`src/rtl/uart_frame_engine.sv`:
```
// Full-duplex UART frame engine: majority-voted oversampled RX into a small
// flagged FIFO, and a valid/ready TX path with an RS485 driver-enable guard.
module uart_frame_engine #(
    parameter int unsigned CLK_FREQ   = 1843200,
    parameter int unsigned BAUD_RATE  = 57600,
    parameter int unsigned OVERSAMPLE = 16,
    parameter int unsigned DATA_BITS  = 8,
    parameter int unsigned PARITY     = 2,
    parameter int unsigned STOP_BITS  = 1,
    parameter int unsigned GUARD_BITS = 2,
    parameter int unsigned FIFO_DEPTH = 4
) (
    input  logic                 clk,
    input  logic                 reset,
    input  logic                 rx,
    output logic                 tx,
    output logic                 de,
    input  logic [DATA_BITS-1:0] tx_data,
    input  logic                 tx_valid,
    output logic                 tx_ready,
    output logic [DATA_BITS-1:0] rx_data,
    output logic                 rx_parity_err,
    output logic                 rx_frame_err,
    output logic                 rx_valid,
    input  logic                 rx_ready,
    output logic                 rx_overrun
);
    localparam int unsigned DIV      = CLK_FREQ / (BAUD_RATE * OVERSAMPLE);
    localparam int unsigned BIT_CLKS = DIV * OVERSAMPLE;
    localparam int unsigned DIV_W    = (DIV > 1) ? $clog2(DIV) : 1;
    localparam int unsigned CNT_W    = $clog2(BIT_CLKS);
    localparam int unsigned OS_W     = $clog2(OVERSAMPLE);
    localparam int unsigned RB_W     = $clog2(DATA_BITS);
    localparam int unsigned TB_W     = 8;
    localparam int unsigned WORD_W   = DATA_BITS + 2;
    localparam int unsigned PTR_W    = $clog2(FIFO_DEPTH);
    localparam int unsigned FC_W     = $clog2(FIFO_DEPTH + 1);
    localparam logic        PAR_ODD  = (PARITY == 1);
    localparam logic [OS_W-1:0] VOTE_A = OS_W'(OVERSAMPLE / 2 - 1);
    localparam logic [OS_W-1:0] VOTE_B = OS_W'(OVERSAMPLE / 2);
    localparam logic [OS_W-1:0] VOTE_C = OS_W'(OVERSAMPLE / 2 + 1);

    typedef enum logic [2:0] {RX_IDLE, RX_START, RX_DATA, RX_PARITY, RX_STOP} rx_state_e;
    typedef enum logic [2:0] {TX_IDLE, TX_GUARD, TX_START, TX_DATA, TX_PARITY, TX_STOP} tx_state_e;

    rx_state_e             rx_state_q, rx_state_d;
    tx_state_e             tx_state_q, tx_state_d;
    logic                  rx_meta_q, rx_meta_d, rx_sync_q, rx_sync_d;
    logic [DIV_W-1:0]      div_q, div_d;
    logic [OS_W-1:0]       os_cnt_q, os_cnt_d, os_next;
    logic [1:0]            vote_q, vote_d;
    logic [RB_W-1:0]       rx_bit_q, rx_bit_d;
    logic [DATA_BITS-1:0]  rx_shift_q, rx_shift_d;
    logic                  par_err_q, par_err_d, push_q, push_d;
    logic [WORD_W-1:0]     rx_word_q, rx_word_d;
    logic [WORD_W-1:0]     mem_q [FIFO_DEPTH];
    logic [WORD_W-1:0]     mem_d [FIFO_DEPTH];
    logic [PTR_W-1:0]      wr_ptr_q, wr_ptr_d, rd_ptr_q, rd_ptr_d;
    logic [FC_W-1:0]       fifo_cnt_q, fifo_cnt_d;
    logic [WORD_W-1:0]     head_q, head_d;
    logic                  rx_valid_q, rx_valid_d, overrun_q, overrun_d;
    logic [CNT_W-1:0]      tx_cnt_q, tx_cnt_d;
    logic [TB_W-1:0]       tx_bit_q, tx_bit_d;
    logic [DATA_BITS-1:0]  tx_shift_q, tx_shift_d;
    logic                  tx_par_q, tx_par_d, tx_q, tx_d, de_q, de_d, tx_ready_q, tx_ready_d;
    logic                  tick, voted, pop, full, do_push, accept, bit_end;

    // Synchronizer, sample-tick divider and RX bit FSM
    always_comb begin
        rx_meta_d  = rx;
        rx_sync_d  = rx_meta_q;
        tick       = (div_q == DIV_W'(DIV - 1));
        div_d      = tick ? '0 : div_q + 1'b1;
        rx_state_d = rx_state_q;
        os_cnt_d   = os_cnt_q;
        vote_d     = vote_q;
        rx_bit_d   = rx_bit_q;
        rx_shift_d = rx_shift_q;
        par_err_d  = par_err_q;
        rx_word_d  = rx_word_q;
        push_d     = 1'b0;
        os_next    = (os_cnt_q == OS_W'(OVERSAMPLE - 1)) ? '0 : os_cnt_q + 1'b1;
        voted      = (vote_q[1] & vote_q[0]) | (vote_q[1] & rx_sync_q) | (vote_q[0] & rx_sync_q);
        if (tick) begin
            if (rx_state_q == RX_IDLE) begin
                if (!rx_sync_q) begin
                    rx_state_d = RX_START;
                    os_cnt_d   = '0;
                    rx_bit_d   = '0;
                    par_err_d  = 1'b0;
                end
            end else begin
                os_cnt_d = os_next;
                if (os_next == VOTE_A || os_next == VOTE_B) vote_d = {vote_q[0], rx_sync_q};
                // Third sample completes the vote; act on the bit now (mid-bit)
                if (os_next == VOTE_C) begin
                    case (rx_state_q)
                        RX_START: rx_state_d = voted ? RX_IDLE : RX_DATA;
                        RX_DATA: begin
                            rx_shift_d = {voted, rx_shift_q[DATA_BITS-1:1]};
                            if (rx_bit_q == RB_W'(DATA_BITS - 1)) begin
                                rx_state_d = (PARITY != 0) ? RX_PARITY : RX_STOP;
                            end else begin
                                rx_bit_d = rx_bit_q + 1'b1;
                            end
                        end
                        RX_PARITY: begin
                            par_err_d  = voted ^ (^rx_shift_q) ^ PAR_ODD;
                            rx_state_d = RX_STOP;
                        end
                        RX_STOP: begin
                            rx_word_d  = {~voted, par_err_q, rx_shift_q};
                            push_d     = 1'b1;
                            rx_state_d = RX_IDLE;
                        end
                        default: rx_state_d = RX_IDLE;
                    endcase
                end
            end
        end
    end

    // RX FIFO with registered head word; a pop frees room for a same-cycle push
    always_comb begin
        pop        = rx_ready && rx_valid_q;
        full       = (fifo_cnt_q == FC_W'(FIFO_DEPTH));
        do_push    = push_q && (!full || pop);
        mem_d      = mem_q;
        wr_ptr_d   = wr_ptr_q;
        rd_ptr_d   = rd_ptr_q;
        fifo_cnt_d = fifo_cnt_q;
        overrun_d  = overrun_q;
        if (do_push) begin
            mem_d[wr_ptr_q] = rx_word_q;
            wr_ptr_d        = wr_ptr_q + 1'b1;
        end
        if (pop) rd_ptr_d = rd_ptr_q + 1'b1;
        if (do_push && !pop) fifo_cnt_d = fifo_cnt_q + 1'b1;
        else if (pop && !do_push) fifo_cnt_d = fifo_cnt_q - 1'b1;
        if (pop) overrun_d = 1'b0;
        else if (push_q && full) overrun_d = 1'b1;
        head_d     = mem_d[rd_ptr_d];
        rx_valid_d = (fifo_cnt_d != '0);
    end

    // TX FSM; line outputs follow the state by one cycle
    always_comb begin
        accept     = tx_valid && tx_ready_q;
        bit_end    = (tx_cnt_q == CNT_W'(BIT_CLKS - 1));
        tx_state_d = tx_state_q;
        tx_cnt_d   = bit_end ? '0 : tx_cnt_q + 1'b1;
        tx_bit_d   = tx_bit_q;
        tx_shift_d = tx_shift_q;
        tx_par_d   = tx_par_q;
        case (tx_state_q)
            TX_IDLE: begin
                tx_cnt_d = '0;
                if (accept) begin
                    tx_state_d = (GUARD_BITS != 0) ? TX_GUARD : TX_START;
                    tx_bit_d   = '0;
                    tx_shift_d = tx_data;
                    tx_par_d   = (^tx_data) ^ PAR_ODD;
                end
            end
            TX_GUARD: if (bit_end) begin
                if (tx_bit_q == TB_W'(GUARD_BITS - 1)) begin
                    tx_state_d = TX_START;
                    tx_bit_d   = '0;
                end else begin
                    tx_bit_d = tx_bit_q + 1'b1;
                end
            end
            TX_START: if (bit_end) tx_state_d = TX_DATA;
            TX_DATA: if (bit_end) begin
                tx_shift_d = tx_shift_q >> 1;
                if (tx_bit_q == TB_W'(DATA_BITS - 1)) begin
                    tx_state_d = (PARITY != 0) ? TX_PARITY : TX_STOP;
                    tx_bit_d   = '0;
                end else begin
                    tx_bit_d = tx_bit_q + 1'b1;
                end
            end
            TX_PARITY: if (bit_end) tx_state_d = TX_STOP;
            TX_STOP: if (bit_end) begin
                if (tx_bit_q == TB_W'(STOP_BITS - 1)) tx_state_d = TX_IDLE;
                else tx_bit_d = tx_bit_q + 1'b1;
            end
            default: tx_state_d = TX_IDLE;
        endcase
        case (tx_state_q)
            TX_START:  tx_d = 1'b0;
            TX_DATA:   tx_d = tx_shift_q[0];
            TX_PARITY: tx_d = tx_par_q;
            default:   tx_d = 1'b1;
        endcase
        de_d       = (tx_state_q != TX_IDLE) || accept;
        tx_ready_d = (tx_state_q == TX_IDLE) && !accept;
    end

    always_ff @(posedge clk or negedge reset) begin
        if (!reset) begin
            rx_meta_q  <= 1'b1;
            rx_sync_q  <= 1'b1;
            div_q      <= '0;
            rx_state_q <= RX_IDLE;
            os_cnt_q   <= '0;
            vote_q     <= '0;
            rx_bit_q   <= '0;
            rx_shift_q <= '0;
            par_err_q  <= 1'b0;
            rx_word_q  <= '0;
            push_q     <= 1'b0;
            for (int i = 0; i < FIFO_DEPTH; i++) mem_q[i] <= '0;
            wr_ptr_q   <= '0;
            rd_ptr_q   <= '0;
            fifo_cnt_q <= '0;
            head_q     <= '0;
            rx_valid_q <= 1'b0;
            overrun_q  <= 1'b0;
            tx_state_q <= TX_IDLE;
            tx_cnt_q   <= '0;
            tx_bit_q   <= '0;
            tx_shift_q <= '0;
            tx_par_q   <= 1'b0;
            tx_q       <= 1'b1;
            de_q       <= 1'b0;
            tx_ready_q <= 1'b1;
        end else begin
            rx_meta_q  <= rx_meta_d;
            rx_sync_q  <= rx_sync_d;
            div_q      <= div_d;
            rx_state_q <= rx_state_d;
            os_cnt_q   <= os_cnt_d;
            vote_q     <= vote_d;
            rx_bit_q   <= rx_bit_d;
            rx_shift_q <= rx_shift_d;
            par_err_q  <= par_err_d;
            rx_word_q  <= rx_word_d;
            push_q     <= push_d;
            mem_q      <= mem_d;
            wr_ptr_q   <= wr_ptr_d;
            rd_ptr_q   <= rd_ptr_d;
            fifo_cnt_q <= fifo_cnt_d;
            head_q     <= head_d;
            rx_valid_q <= rx_valid_d;
            overrun_q  <= overrun_d;
            tx_state_q <= tx_state_d;
            tx_cnt_q   <= tx_cnt_d;
            tx_bit_q   <= tx_bit_d;
            tx_shift_q <= tx_shift_d;
            tx_par_q   <= tx_par_d;
            tx_q       <= tx_d;
            de_q       <= de_d;
            tx_ready_q <= tx_ready_d;
        end
    end

    assign tx            = tx_q;
    assign de            = de_q;
    assign tx_ready      = tx_ready_q;
    assign rx_data       = head_q[DATA_BITS-1:0];
    assign rx_parity_err = head_q[DATA_BITS];
    assign rx_frame_err  = head_q[DATA_BITS+1];
    assign rx_valid      = rx_valid_q;
    assign rx_overrun    = overrun_q;
endmodule

```
`config.mk`:
```
export PLATFORM = sky130hd
export DESIGN_NAME = uart_frame_engine
export DESIGN_NICKNAME = d
export VERILOG_FILES = /design/src/rtl/uart_frame_engine.sv
export SDC_FILE = /design/constraint.sdc
export NUM_CORES = 1
export LEC_CHECK = 0
export BUFFER_PORTS_ARGS = -buffer_cell sky130_fd_sc_hd__buf_2
export CAP_MARGIN = 10
export CORE_MARGIN = 2
export CORE_UTILIZATION = 44
export DETAILED_ROUTE_END_ITERATION = 16
export PLACE_DENSITY = 0.68
export SLEW_MARGIN = 20
export SYNTH_ARGS = -nofsm -noshare
export SYNTH_HDL_FRONTEND = slang
export SYNTH_SLANG_ARGS = --single-unit
```
`constraint.sdc`:
```
create_clock -name clk -period 2.6 [get_ports clk]
set_clock_uncertainty 0.1 [all_clocks]
set_input_delay 0.52 -clock clk [delete_from_list [all_inputs] [get_ports clk]]
set_output_delay 0.52 -clock clk [all_outputs]
set_load 0.05 [all_outputs]
```
==> impl_metrics.toml <==
[logic_synthesis]
syn_area_per_cell_um2 = 12.5
synth_edf_count = 0
ys_warn_count = 0
synth.top_cells.by_area = "dfrtp_1, mux2_2, mux2_1, ha_1, mux4_2"
synth-async-reset-ratio_pct = 100
yosysMostFrequentCell = "dfrtp_1"
synthesis.instances = 458
seq_area_frac_synth_pct = 53.3
synthTopCellsByCount = "dfrtp_1, mux2_2, nor2_1, mux2_1"
synth_top_cell_by_area = "dfrtp_1"
synth_top_cell_area_share_pct = 51.5
synthDistinctLibCells = 63
syn_nets = 489
synth-seq-cells = 122
synthFlopType = "dfrtp_1"
mappedNetlistArea_mm2 = 0.00573

[sta]
finalSetupViolCount = 0
fin_crit_ps = 2420
slew_headroom_pct = 65.0
timing_worst_slew_pin_value_ps = 524
fmax_mhz = 413
fin_crit_sh_pct = 93.1
tns_ps = 0
final_hold_viol_count = 0
worst_slack_ps = 178
rsz0062_at_grt = "false"
drv_slew = 0

[cts]
path_clk_slew_ps = 50
cts_tree = "done"
root_buffer = "clkbuf_16"
htreeDepth = 4
cts.sinks = 122
numCtsBuffers = 17
cts.path.max_buffers = 2
post-cts-setup-buffers = 0
insertion_delay_ps = 410
cts_resized = 0

[worst_setup_path]
cp_top_family = "multiplexers"
cp_slowest_stage_delay_ps = 470
ff2ff_path_depth = 6
cp_slowest_cell = "mux4_2"
start_kind = "register"
path_buf_inv = 1
path_class = "reg2reg"
r2r_slack_ps = 180
cp.depth = 6
critPathArrivalTime_ps = 2600
cp-end-kind = "register"
path_cells = "inv_1 -> ha_1 -> a31oi_4 -> nand2_2 -> mux2_1 -> mux4_2"
required_ps = 2780
crit_fanout = 10

[layout]
fin_cells = 685
diodes = 0
nets = 533
fillers = 1059
area_growth_pct = 17.8
drive_gt1_share_pct = 27.3

[detailed_routing]
wl_per_cell_um = 15.2
drt_pre_antenna_iters = 4
viasPerCell = 5.27
drc = 0
ant_nets = 0
drtIter0Drc = 252
routed_wl_um = 10400
via_count = 3613

[run]
drv_cap = 0

[power_and_ir_drop]
p_leak_nw = 3.29
ir_worst_vdd_v = 0.000519
power_density_mw_per_mm2 = 820

[grt]
grt_pass1_vias = 3658
antenna_found_initial = 0
grt_usage_pct = 16.3
grt_max_degree = 63
overflow = 0
grt_pass1_wl_um = 17900

[worst_hold_path]
worstHoldPathType = "in2reg"
holdPathStages = 1

[placement]
place.gp.congestion = 0.781
post-place-ws_ps = 138
dpl.hpwl_um = 7000
portBuffers = 27
placedCellCount = 654

[die]
die_y_um = 118
pin_count = 28
die_area_mm2 = 0.0140
rows = 41
core-area_mm2 = 0.0127
initial_core_util_pct = 45.2
die_x_um = 118

[outcome]
status = "finished, final reports clean"
cells by family (layout without fill, tap and decap cells):
kind of cell | after synthesis | after routing | synth area share [%]
compound gates | 73 | 73 | 9.19
buf+inv | 36 | 91 | 2.44
simple gates | 106 | 106 | 9.95
flops | 122 | 122 | 53.3
xor+xnor | 22 | 22 | 3.49
mux | 80 | 80 | 17.5
fa+ha+maj | 19 | 19 | 4.10
path summary, 6_finish.rpt:
kind / endpoint / start
setup / recovery: head_q[1] / fifo_cnt_q[0]
hold / removal: rx_meta_q / rx
setup reg to reg: head_q[1] / fifo_cnt_q[0]
hold reg to reg: rx_sync_q / rx_meta_q
max in group asynchronous: tx_ready / reset
min in group asynchronous: os_cnt_q[0] / reset
where the power goes:
group	switching (W)	internal [W]
logic	0.000534	0.000429
registers	0.000139	0.00202
clock network	0.000796	0.00162
area by class of cell:
| cell class | instances | area (µm²) | area share [%] |
|---|---|---|---|
| Inverter | 23 | 86.3 | 1.28 |
| Clock buffer | 23 | 498 | 7.37 |
| Sequential cell | 122 | 3060 | 45.3 |
| Clock inverter | 7 | 114 | 1.69 |
| Multi-Input combinational cell | 300 | 2530 | 37.5 |
| Timing Repair Buffer | 38 | 248 | 3.67 |
| Tap cell | 172 | 215 | 3.19 |
metrics by stage:
step | instance area (µm²) | util (%) | power [W] | hold slack, ps
after detailed placement | 6130 | 48.4 | 0.00315 | 253
after CTS | 6750 | 53.3 | 0.00559 | 93.7
after floorplan | 5730 | - | 0.00288 | 124
after global routing | 6750 | 53.3 | 0.00579 | 101
after global placement | 6130 | 48.4 | 0.00311 | 247
final | 6750 | 53.3 | 0.00554 | 113
registers in the layout (all words and copies together), names as in the netlist, 2 cells and up:
name	cells
mem_q	40
head_q	10
rx_word_q	10
rx_shift_q	8
tx_bit_q	8
tx_shift_q	8
tx_cnt_q	5
os_cnt_q	4
fifo_cnt_q	3
rx_bit_q	3
rx_state_q	3
tx_state_q	3
rd_ptr_q	2
vote_q	2
wr_ptr_q	2
routing by layer:
| layer | global-route usage, % | share of wire, % | up-vias |
|---|---|---|---|
| li1 | - | - | 1746 |
| met1 | 20.7 | 46 | 1817 |
| met2 | 26.1 | 50 | 38 |
| met3 | 4.39 | 2.2 | 12 |
| met4 | 7.15 | 1.6 | 0 |
| met5 | 0 | 0 | - |
placed cells by master (no fill, tap or decap), types with 9 or more instances in the layout:
cell type,netlist,layout
mux2_2,39,39
ha_1,18,18
mux2_1,22,22
inv_1,20,20
xnor2_1,17,17
clkbuf_16,0,17
dfrtp_1,118,118
nor2_1,23,23
nand2_1,20,20
mux2i_1,9,9
a21oi_1,15,15
o21ai_0,17,17
mux4_2,10,10
buf_2,1,26
buf_4,1,9
nand3_1,16,16
timing repair:
action                     in CTS  in global routing
hold endpoints to repair        5                  0
setup endpoints to repair       0                  0
hold buffers                    1                  0
Note: power is estimated with default switching activity, not from simulation.
